### config.mk
export PLATFORM = sky130hd
export DESIGN_NAME = mem_port_arbiter
export DESIGN_NICKNAME = d
export VERILOG_FILES = /design/src/rtl/mem_port_arbiter.sv
export SDC_FILE = /design/constraint.sdc
export NUM_CORES = 1
export LEC_CHECK = 0
export ABC_AREA = 1
export CORE_MARGIN = 2
export CORE_UTILIZATION = 35
export CTS_BUF_LIST = sky130_fd_sc_hd__clkbuf_8
export CTS_CLUSTER_SIZE = 25
export DETAILED_ROUTE_END_ITERATION = 12
export GPL_TIMING_DRIVEN = 0
export HOLD_SLACK_MARGIN = 0.08
export PLACE_DENSITY = 0.8
export SYNTH_ARGS = -nofsm -noshare
export SYNTH_HDL_FRONTEND = slang
export SYNTH_SLANG_ARGS = --single-unit
### constraint.sdc
create_clock -name CLK -period 1.8 [get_ports CLK]
set_input_delay 0.27 -clock CLK [delete_from_list [all_inputs] [get_ports CLK]]
set_output_delay 0.27 -clock CLK [all_outputs]
set_load 0.1 [all_outputs]
### src/rtl/mem_port_arbiter.sv
// Arbitrates the single-ported unified memory between instruction fetch and data load/store,
// with a bounded-deferral rule so back-to-back data traffic cannot starve fetch.
module mem_port_arbiter #(
   parameter int unsigned ADDR_W    = 32,
   parameter int unsigned DATA_W    = 32,
   parameter int unsigned WAIT_CYC  = 2,
   parameter int unsigned MAX_DEFER = 3
) (
   input  logic              CLK,
   input  logic              RST_F,
   input  logic              I_REQ,
   input  logic [ADDR_W-1:0] I_ADDR,
   output logic              I_ACK,
   output logic [DATA_W-1:0] I_RDATA,
   input  logic              D_REQ,
   input  logic              D_WE,
   input  logic [ADDR_W-1:0] D_ADDR,
   input  logic [DATA_W-1:0] D_WDATA,
   output logic              D_ACK,
   output logic [DATA_W-1:0] D_RDATA,
   output logic              M_CS,
   output logic              M_WE,
   output logic [ADDR_W-1:0] M_ADDR,
   output logic [DATA_W-1:0] M_WDATA,
   input  logic [DATA_W-1:0] M_RDATA,
   output logic              BUSY
);

   localparam int unsigned CNT_W = 4;
   localparam int unsigned DEF_W = 3;

   typedef enum logic [1:0] {
      S_IDLE   = 2'd0,
      S_ACCESS = 2'd1,
      S_DONE   = 2'd2
   } state_t;

   state_t           state;
   logic [CNT_W-1:0] wait_cnt;
   logic [DEF_W-1:0] defer_cnt;
   logic             owner_data;
   logic             grant_i_c;
   logic             grant_d_c;

   // Data wins a collision unless fetch has already lost MAX_DEFER times in a row
   always_comb begin
      grant_i_c = 1'b0;
      grant_d_c = 1'b0;
      if (I_REQ && (!D_REQ || (defer_cnt == DEF_W'(MAX_DEFER)))) begin
         grant_i_c = 1'b1;
      end else if (D_REQ) begin
         grant_d_c = 1'b1;
      end
   end

   always_ff @(posedge CLK or negedge RST_F) begin
      if (!RST_F) begin
         state      <= S_IDLE;
         wait_cnt   <= '0;
         defer_cnt  <= '0;
         owner_data <= 1'b0;
         M_CS       <= 1'b0;
         M_WE       <= 1'b0;
         M_ADDR     <= '0;
         M_WDATA    <= '0;
         I_ACK      <= 1'b0;
         D_ACK      <= 1'b0;
         I_RDATA    <= '0;
         D_RDATA    <= '0;
         BUSY       <= 1'b0;
      end else begin
         I_ACK <= 1'b0;
         D_ACK <= 1'b0;
         case (state)
            S_IDLE: begin
               if (grant_d_c) begin
                  state      <= S_ACCESS;
                  BUSY       <= 1'b1;
                  M_CS       <= 1'b1;
                  M_WE       <= D_WE;
                  M_ADDR     <= D_ADDR;
                  M_WDATA    <= D_WDATA;
                  owner_data <= 1'b1;
                  wait_cnt   <= CNT_W'(WAIT_CYC - 1);
                  if (I_REQ && (defer_cnt < DEF_W'(MAX_DEFER))) begin
                     defer_cnt <= defer_cnt + DEF_W'(1);
                  end
               end else if (grant_i_c) begin
                  state      <= S_ACCESS;
                  BUSY       <= 1'b1;
                  M_CS       <= 1'b1;
                  M_WE       <= 1'b0;
                  M_ADDR     <= I_ADDR;
                  owner_data <= 1'b0;
                  wait_cnt   <= CNT_W'(WAIT_CYC - 1);
                  defer_cnt  <= '0;
               end
            end
            S_ACCESS: begin
               // Memory data is valid on the last access cycle; stores leave D_RDATA alone
               if (wait_cnt == '0) begin
                  state <= S_DONE;
                  M_CS  <= 1'b0;
                  M_WE  <= 1'b0;
                  if (owner_data) begin
                     D_ACK <= 1'b1;
                     if (!M_WE) begin
                        D_RDATA <= M_RDATA;
                     end
                  end else begin
                     I_ACK   <= 1'b1;
                     I_RDATA <= M_RDATA;
                  end
               end else begin
                  wait_cnt <= wait_cnt - CNT_W'(1);
               end
            end
            S_DONE: begin
               state <= S_IDLE;
               BUSY  <= 1'b0;
            end
            default: begin
               state <= S_IDLE;
               BUSY  <= 1'b0;
               M_CS  <= 1'b0;
               M_WE  <= 1'b0;
            end
         endcase
      end
   end

endmodule

==> impl_metrics.env <==
export IMPL_outcome="completed"
export IMPL_grt_usage_pct=19.5
export IMPL_pre_cts_ws_ns=-0.116
export IMPL_synth_cells=631
export IMPL_synth_seq_area_share_pct=61.2
export IMPL_synthXorXnorAreaFrac_pct=0.150
export IMPL_synth_top_family_by_area="simple AND/OR/NAND/NOR gates"
export IMPL_hold_viol=0
export IMPL_placedCellCount=1117
export IMPL_clk_path_buf_depth=2
export IMPL_nets=1054
export IMPL_cts_buffers=17
export IMPL_clkSinkCount=143
export IMPL_root_buffer="clkbuf_8"
export IMPL_avgSynthCellArea_um2=9.27
export IMPL_drt_pass1_iter_count=6
export IMPL_first_global_vias=5325
export IMPL_synth_compound_area_share_pct=13.3
export IMPL_worstPathArrival_ns=2.06
export IMPL_grt_max_degree=99
export IMPL_antenna_found_initial=0
export IMPL_drt_vias_per_instance=4.62
export IMPL_overflow=0
export IMPL_drive_gt1_share_pct=24.9
export IMPL_drc=0
export IMPL_h_tree_depth=4
export IMPL_fin_skew_ns=0.0104
export IMPL_wl_um=16900
export IMPL_ys_ff_latch=143
export IMPL_avgRoutedWirePerCell_um=14.7
export IMPL_die_h_um=133
export IMPL_chipWidth_um=133
export IMPL_port_buffers=265
export IMPL_worstPathRequired_ns=2.17
export IMPL_synthSimpleGateAreaFrac_pct=18.2
export IMPL_setup_ws_ns=0.105
export IMPL_max_slew_margin_rel_pct=60.8
export IMPL_synth_nets=768
export IMPL_synthAdderAreaFrac_pct=0.856
export IMPL_period_share_pct=94.1
export IMPL_end_kind="flip-flop"
export IMPL_synth_warnings=0
export IMPL_cp_start_kind="flip-flop"
export IMPL_drv_slew=0
export IMPL_antenna_cells=0
export IMPL_layout_commonest_cell="nand2_1"
export IMPL_crit_slowest_cell="dfrtp_1"
export IMPL_critical_path_class="flip-flop to flip-flop"
export IMPL_die_area_mm2=0.0178
export IMPL_worstPathCellList="ha_1, ha_2, nand2_2, nand2_4, nor2_4, clkbuf_4, nand2_1, nand2_1"
export IMPL_synthMuxAreaShare_pct=0
export IMPL_setup_viol=0
export IMPL_ant_nets=0
export IMPL_cp_max_fo=10
export IMPL_first_iter_violations=255
export IMPL_cts_tree="done"
export IMPL_syn_area_mm2=0.00585
export IMPL_clk_pin_slew_ns=0.09
export IMPL_grt_pass1_wl_um=27400
export IMPL_rows=47
export IMPL_start_util_pct=35.5
export IMPL_io_pins=266
export IMPL_clock_latency_ns=0.43
export IMPL_vias=5313
export IMPL_dp_hpwl_um=12700
export IMPL_drv_cap=0
export IMPL_hp_class="input port to async pin"
export IMPL_place_congestion=0.816
export IMPL_critical_path_max_stage_delay_ns=0.41
export IMPL_core_mm2=0.0165
export IMPL_yosysUniqueCellTypes=23
export IMPL_tightestPinTransition_ns=0.591
export IMPL_syn2layout_area_growth_pct=61.6
export IMPL_clock_fmax_mhz=590
export IMPL_path_common_cell="nand2_1"
export IMPL_fin_cells=1149
export IMPL_final_cell_mix="nand2_1, dfrtp_1, clkdlybuf4s15_2"
export IMPL_period_needed_ns=1.69
==> registers in the layout, indices dropped and copies added (netlist names) <==
signal      cells
BUSY            1
D_ACK           1
D_RDATA        32
I_ACK           1
I_RDATA        32
M_ADDR         32
M_CS            1
M_WDATA        32
M_WE            1
defer_cnt       3
owner_data      1
state           2
wait_cnt        4
==> timing repair <==
| item | in CTS | in global routing |
|---|---|---|
| gates resized for setup | 403 | 17 |
| pin swaps | 1 | 1 |
| endpoints found under the setup margin | 160 | 50 |
| setup buffers | 0 | 0 |
| hold endpoints to repair | 45 | 0 |
| gates cloned | 0 | 0 |
| hold buffers | 1 | 0 |
==> worst max-delay path: cells and delay by family (launching register included) <==
kind | cells | cell delay, ns
flip-flops | 1 | 0.41
buffers and inverters | 1 | 0.26
AND/OR/NAND/NOR | 5 | 0.57
adder cells (fa/ha/maj) | 2 | 0.39
==> kinds of logic (layout without fill, tap and decap cells) <==
| family | Yosys count | after routing |
|---|---|---|
| buffers and inverters | 77 | 375 |
| adder cells (fa/ha/maj) | 4 | 4 |
| AO/OA/AOI/OAI | 138 | 138 |
| flip-flops | 143 | 143 |
| XOR/XNOR | 1 | 1 |
| AND/OR/NAND/NOR | 268 | 268 |
==> worst paths after layout <==
path	end	depth (start not counted)	slack, ns	from
min reg2reg	M_WDATA[0]$_DFFE_PN0P_	2	0.47	M_WDATA[0]$_DFFE_PN0P_
min	D_RDATA[13]$_DFFE_PN0P_	2	0.32	RST_F
min in group CLK	M_WDATA[26]$_DFFE_PN0P_	3	0.36	D_WDATA[26]
max reg2reg	M_WDATA[9]$_DFFE_PN0P_	8	0.11	defer_cnt[0]$_DFFE_PN0P_
max in group asynchronous	M_ADDR[19]$_DFFE_PN0P_	3	0.65	RST_F
max	M_WDATA[9]$_DFFE_PN0P_	8	0.11	defer_cnt[0]$_DFFE_PN0P_
==> cells in the mapped netlist (all sizes together) <==
master  instances  area share (%)
o21ai         138              13
ha              4            0.86
nor3            1           0.085
inv            46             3.0
xor2            1            0.15
nand2         216              14
buf            25             2.9
nand4           1            0.11
nand3           5            0.43
clkbuf          6            0.41
dfrtp         143              61
nor2           45             3.6
==> layout make-up <==
class | count | area (um^2)
Buffer | 31 | 221
Clock buffer | 17 | 234
Clock inverter | 14 | 194
Fill cell | 1438 | 7010
Inverter | 46 | 175
Multi-Input combinational cell | 411 | 1920
Sequential cell | 143 | 3580
Tap cell | 220 | 275
Timing Repair Buffer | 267 | 2860
==> through the flow <==
stage | utilization [%] | cell area [um^2] | hold WS, ns | setup TNS, ns
CTS | 57.2 | 9420 | 0.297 | -0.0199
global route | 57.4 | 9450 | 0.318 | -0.00267
detailed placement | 53.5 | 8810 | 0.221 | -2.34
finish | 57.4 | 9450 | 0.315 | 0
global placement | 53.3 | 8780 | 0.453 | -764.38
floorplan | - | 5850 | -0.0256 | 0
==> layer usage <==
layer / share of wire, % / GRT usage [%]
met4: 2.4 / 7.51
met1: 40 / 23.3
met2: 47 / 32.0
met3: 10 / 7.46
met5: 0 / 0
Power is left out: the tool's default activity adds up to more than one toggle a clock period on the data nets, which glitch-free logic cannot reach.
